### src/rtl/regfile_wb_arbiter.sv
// Write-back arbiter and busy scoreboard for the 8x8-bit register file.
// Two producers (ALU result path, memory load path) share the single
// register-file write port through valid/ready handshakes. Grants are
// round-robin, the write port is driven from a registered stage, and a
// per-register busy scoreboard lets the issue logic reserve destinations.
module regfile_wb_arbiter #(
  parameter int DATA_WIDTH = 8,
  parameter int ADDR_WIDTH = 3,
  parameter int NUM_REGS   = 8   // must equal 2**ADDR_WIDTH
) (
  input  logic                  clk,
  input  logic                  rst,

  input  logic                  alu_valid,
  output logic                  alu_ready,
  input  logic [ADDR_WIDTH-1:0] alu_addr,
  input  logic [DATA_WIDTH-1:0] alu_data,

  input  logic                  mem_valid,
  output logic                  mem_ready,
  input  logic [ADDR_WIDTH-1:0] mem_addr,
  input  logic [DATA_WIDTH-1:0] mem_data,

  input  logic                  wb_hold,

  input  logic                  rsv_en,
  input  logic [ADDR_WIDTH-1:0] rsv_addr,
  output logic                  rsv_ok,
  output logic [NUM_REGS-1:0]   busy,

  output logic [ADDR_WIDTH-1:0] rf_addr_w,
  output logic [DATA_WIDTH-1:0] rf_data_w,
  output logic                  rf_write_en
);

  // Identity of the most recently granted requester.
  typedef enum logic {
    SRC_ALU = 1'b0,
    SRC_MEM = 1'b1
  } src_e;

  src_e                last;
  logic                xfer;
  logic [NUM_REGS-1:0] busy_next;

  // Round-robin grant: hold and reset block everything, a lone requester
  // wins outright, and under contention the one not granted last wins.
  always_comb begin
    // NOTE: defaults assigned first so every path drives both readys and
    // no latch is inferred.
    alu_ready = 1'b0;
    mem_ready = 1'b0;
    if (!rst && !wb_hold) begin
      if (alu_valid && mem_valid) begin
        if (last == SRC_MEM) alu_ready = 1'b1;
        else                 mem_ready = 1'b1;
      end else if (alu_valid) begin
        alu_ready = 1'b1;
      end else if (mem_valid) begin
        mem_ready = 1'b1;
      end
    end
  end

  // Readys are only raised alongside their own valid, so either one
  // being high means a transfer is happening this cycle.
  assign xfer = alu_ready | mem_ready;

  // A reservation is accepted only against the current scoreboard, so a
  // register being cleared this cycle still refuses a new reservation.
  assign rsv_ok = ~busy[rsv_addr];

  // Scoreboard update: the write on the port retires its busy bit, then
  // an accepted reservation sets its own bit.
  always_comb begin
    busy_next = busy;
    if (rf_write_en)     busy_next[rf_addr_w] = 1'b0;
    if (rsv_en && rsv_ok) busy_next[rsv_addr] = 1'b1;
  end

  // Registered write stage, priority pointer and scoreboard.
  always_ff @(posedge clk) begin
    // NOTE: non-blocking assignments so every register samples the values
    // from before this edge, independent of statement order.
    if (rst) begin
      last        <= SRC_MEM;
      busy        <= '0;
      rf_write_en <= 1'b0;
      rf_addr_w   <= '0;
      rf_data_w   <= '0;
    end else begin
      busy        <= busy_next;
      rf_write_en <= xfer;
      if (xfer) begin
        last      <= mem_ready ? SRC_MEM : SRC_ALU;
        rf_addr_w <= mem_ready ? mem_addr : alu_addr;
        rf_data_w <= mem_ready ? mem_data : alu_data;
      end
    end
  end

endmodule

### config.mk
export PLATFORM = sky130hd
export DESIGN_NAME = regfile_wb_arbiter
export DESIGN_NICKNAME = d
export VERILOG_FILES = /design/src/rtl/regfile_wb_arbiter.sv
export SDC_FILE = /design/constraint.sdc
export NUM_CORES = 1
export LEC_CHECK = 0
export CORE_ASPECT_RATIO = 1.1
export CORE_MARGIN = 5
export CORE_UTILIZATION = 42
export CTS_CLUSTER_SIZE = 10
export DETAILED_ROUTE_END_ITERATION = 7
export PLACE_DENSITY = 0.95
export SYNTH_ARGS = -nofsm -noshare
export SYNTH_HDL_FRONTEND = slang
export SYNTH_SLANG_ARGS = --single-unit
### constraint.sdc
create_clock -name clk -period 3.5 [get_ports clk]
set_input_delay 0.7 -clock clk [delete_from_list [all_inputs] [get_ports clk]]
set_output_delay 0.7 -clock clk [all_outputs]
set_load 0.02 [all_outputs]
==> flow_summary.toml <==
[min_path]
class_of_the_worst_hold_path = "reg2reg"

[floorplan]
dieArea_um2 = 3570
die_h_um = 62.2
dieWidth_um = 57.4
core_area_um2 = 2450
num_io_pins = 54
floorplan.rows = 19
floorplan.initialDensity_pct = 42.5

[layout]
final_layout_size_suffix_gt1_share_pct = 9.30
fillerInstances = 205
post_layout_nonfiller_instances = 203
n_antenna_cell = 0
seqCellArea_um2 = 420
final_cell_mix = "clkdlybuf4s50_1, dfxtp_1, a31oi_1"
multiInputGateArea_um2 = 553
layout.nets = 204
final_common_cell = "clkdlybuf4s50_1"
area_delta_synth_final_pct = 56.8
final_area_um2 = 1630

[timing]
fmaxAchievable_mhz = 307
slew-limit-headroom_pct = 48.6
fin_crit_ns = 3.25
report.final.setup_viol = 0
timing_hold_violations_final = 0
finalClockSkew_ns = 0.00622
tns_ns = 0
maxSlewViolCount = 0
timing_worst_slew_pin_value_ns = 0.768
post-route-period-util_pct = 93.0
rsz0062_at_grt = "no"

[global_route]
grt_antenna_before_repair = 0
grt_remaining_overflow = 0
grt_pass1_wl_um = 5960
maximum_number_of_pins_on_one_net_before_global_route_repair = 16
number_of_global_route_vias_before_repair = 1290
track_usage_pct = 20.3

[yosys]
synth.cell_area_um2 = 1040
syn-num-nets = 149
ys_seq_elements = 21
netlist_instances = 118
ys_types = 28
synth.yosys.warnings = 0
synthTopCellsByArea = "dfxtp_1, a31oi_1, nand4_1"
netlist.top_cell.by_area = "dfxtp_1"
synthDominantCellAreaShare_pct = 40.4
synth.avg_cell_area_um2 = 8.81
synth_seq_area_share_pct = 40.4

[setup_path]
worst-endpoint-required_ns = 2.80
critPathCaptureType = "primary output"
data_arrival_critical_path_ns = 2.55
timing.setup.critical_path_class = "in2out"
largest_driver_fanout_on_the_critical_path = 3
crit_path_start_kind = "input port"

[pwr]
vdd.ir_drop.worst_uv = 264
p_per_area_nw_per_um2 = 311
leakagePower_nw = 0.571

[cts]
cts-root-buf = "clkbuf_4"
deepest_clock_path_buffer_count = 2
htree_num_levels = 1
cts.clk_slew.worst_paths_ns = 0.11
clock-sinks = 21
cts_buffers = 3
cts_resized = 0
clock_insertion_delay_worst_skew_ns = 0.30
cts_hold_repair.buffers = 0
clock_tree_from_tritoncts = "built"
post_cts.repair.setup_buffers = 0

[placement]
placed_cells_incl_taps = 199
place_congestion = 0.831
count_of_buffers_inserted_at_the_top_level_ports = 53
detailedPlacementHpwl_um = 2680
placed_area_um2 = 1600

[outcome]
outcome = "completed"

[route]
vias_per_cell = 5.85
drtIter0Drc = 71
wire_per_inst_um = 16.8
drtAntennaViolNets = 0
drt_pass1_iterations = 4
routed-via-count = 1188
drcViolationCount = 0
route.final.wire_length_um = 3410

[job]
max_cap_violations = 0
## stage by stage
step           power, W  util [%]  hold slack, ns  setup WS [ns]
2_1_floorplan  0.000321         -           0.515           1.13
5_1_grt        0.000533      66.6           0.538          0.198
6_report       0.000507      66.6           0.519          0.247
3_3_place_gp   0.000391      65.5           0.487          0.295
4_1_cts        0.000508      66.6           0.517          0.239
3_5_place_dp   0.000395      65.5           0.495          0.235
## path summary, 6_finish.rpt
kind	to	cells after the start	start	slack [ns]
hold reg to reg	rf_data_w[0]	2	rf_data_w[0]	0.52
setup / recovery	rsv_ok	4	rsv_addr[0]	0.25
hold / removal	rf_data_w[0]	2	rf_data_w[0]	0.52
setup reg to reg	rf_data_w[1]	4	last	2.39
## kinds of logic (layout without fill, tap and decap cells)
| group | Yosys count | count (layout) | share of synthesized area [%] |
|---|---|---|---|
| AOI/OAI and AO/OA | 40 | 40 | 25.3 |
| buffers and inverters | 12 | 66 | 6.38 |
| DFF | 21 | 21 | 40.4 |
| muxes | 3 | 3 | 5.29 |
| and+or+nand+nor | 42 | 42 | 22.6 |
## worst max-delay path, cell delays in order
cell and delay [ns]:
clkdlybuf4s50_1 0.55, mux4_2 0.54, mux2i_1 0.14, clkdlybuf4s50_1 0.62
## per-layer routing
metal	up-vias	global-route usage (%)	share of wire, %	routed length (um)
met5	-	0	0	0
met4	0	6.67	0.67	23
met3	4	6.83	9.0	306
met2	64	33.5	51	1750
met1	548	24.3	39	1330
li1	572	-	-	-
## synthesized netlist by cell type
cell	instances
nand3b_1	1
clkbuf_1	2
and3_1	1
buf_6	1
a21oi_1	2
buf_4	2
nand3_1	11
o41ai_1	1
o21ai_1	11
a41oi_1	1
nand4_1	11
nand2b_1	2
a221o_1	1
nor2_1	5
a311oi_1	4
mux4_2	2
and2_1	2
nor4_1	3
a211oi_2	1
a21o_1	3
or2_1	1
inv_2	2
buf_2	5
a31oi_1	16
nor2b_1	4
dfxtp_1	21
mux2i_1	1
nand2_1	1
## where the power goes
group / total [W] / switching (W) / leakage [nW] / internal (W)
sequential: 0.000260 / 0.0000103 / 0.171 / 0.000250
combinational: 0.000130 / 0.0000604 / 0.382 / 0.0000698
clock: 0.000116 / 0.0000736 / 0.0177 / 0.0000426
## state kept, by name, summed over array words and instances, names as in the netlist
name and cells:
rf_addr_w 3, last 1, busy 8, rf_write_en 1
rf_data_w 8
## cell type report
| cell class | count | area share (%) |
|---|---|---|
| multi-input combinational | 85 | 33.9 |
| inverter | 2 | 0.460 |
| clock buffer | 3 | 1.38 |
| sequential | 21 | 25.8 |
| tap | 31 | 2.38 |
| clock inverter | 1 | 0.307 |
| timing repair buffer | 60 | 35.8 |
Note: power is estimated with default switching activity, not from simulation.
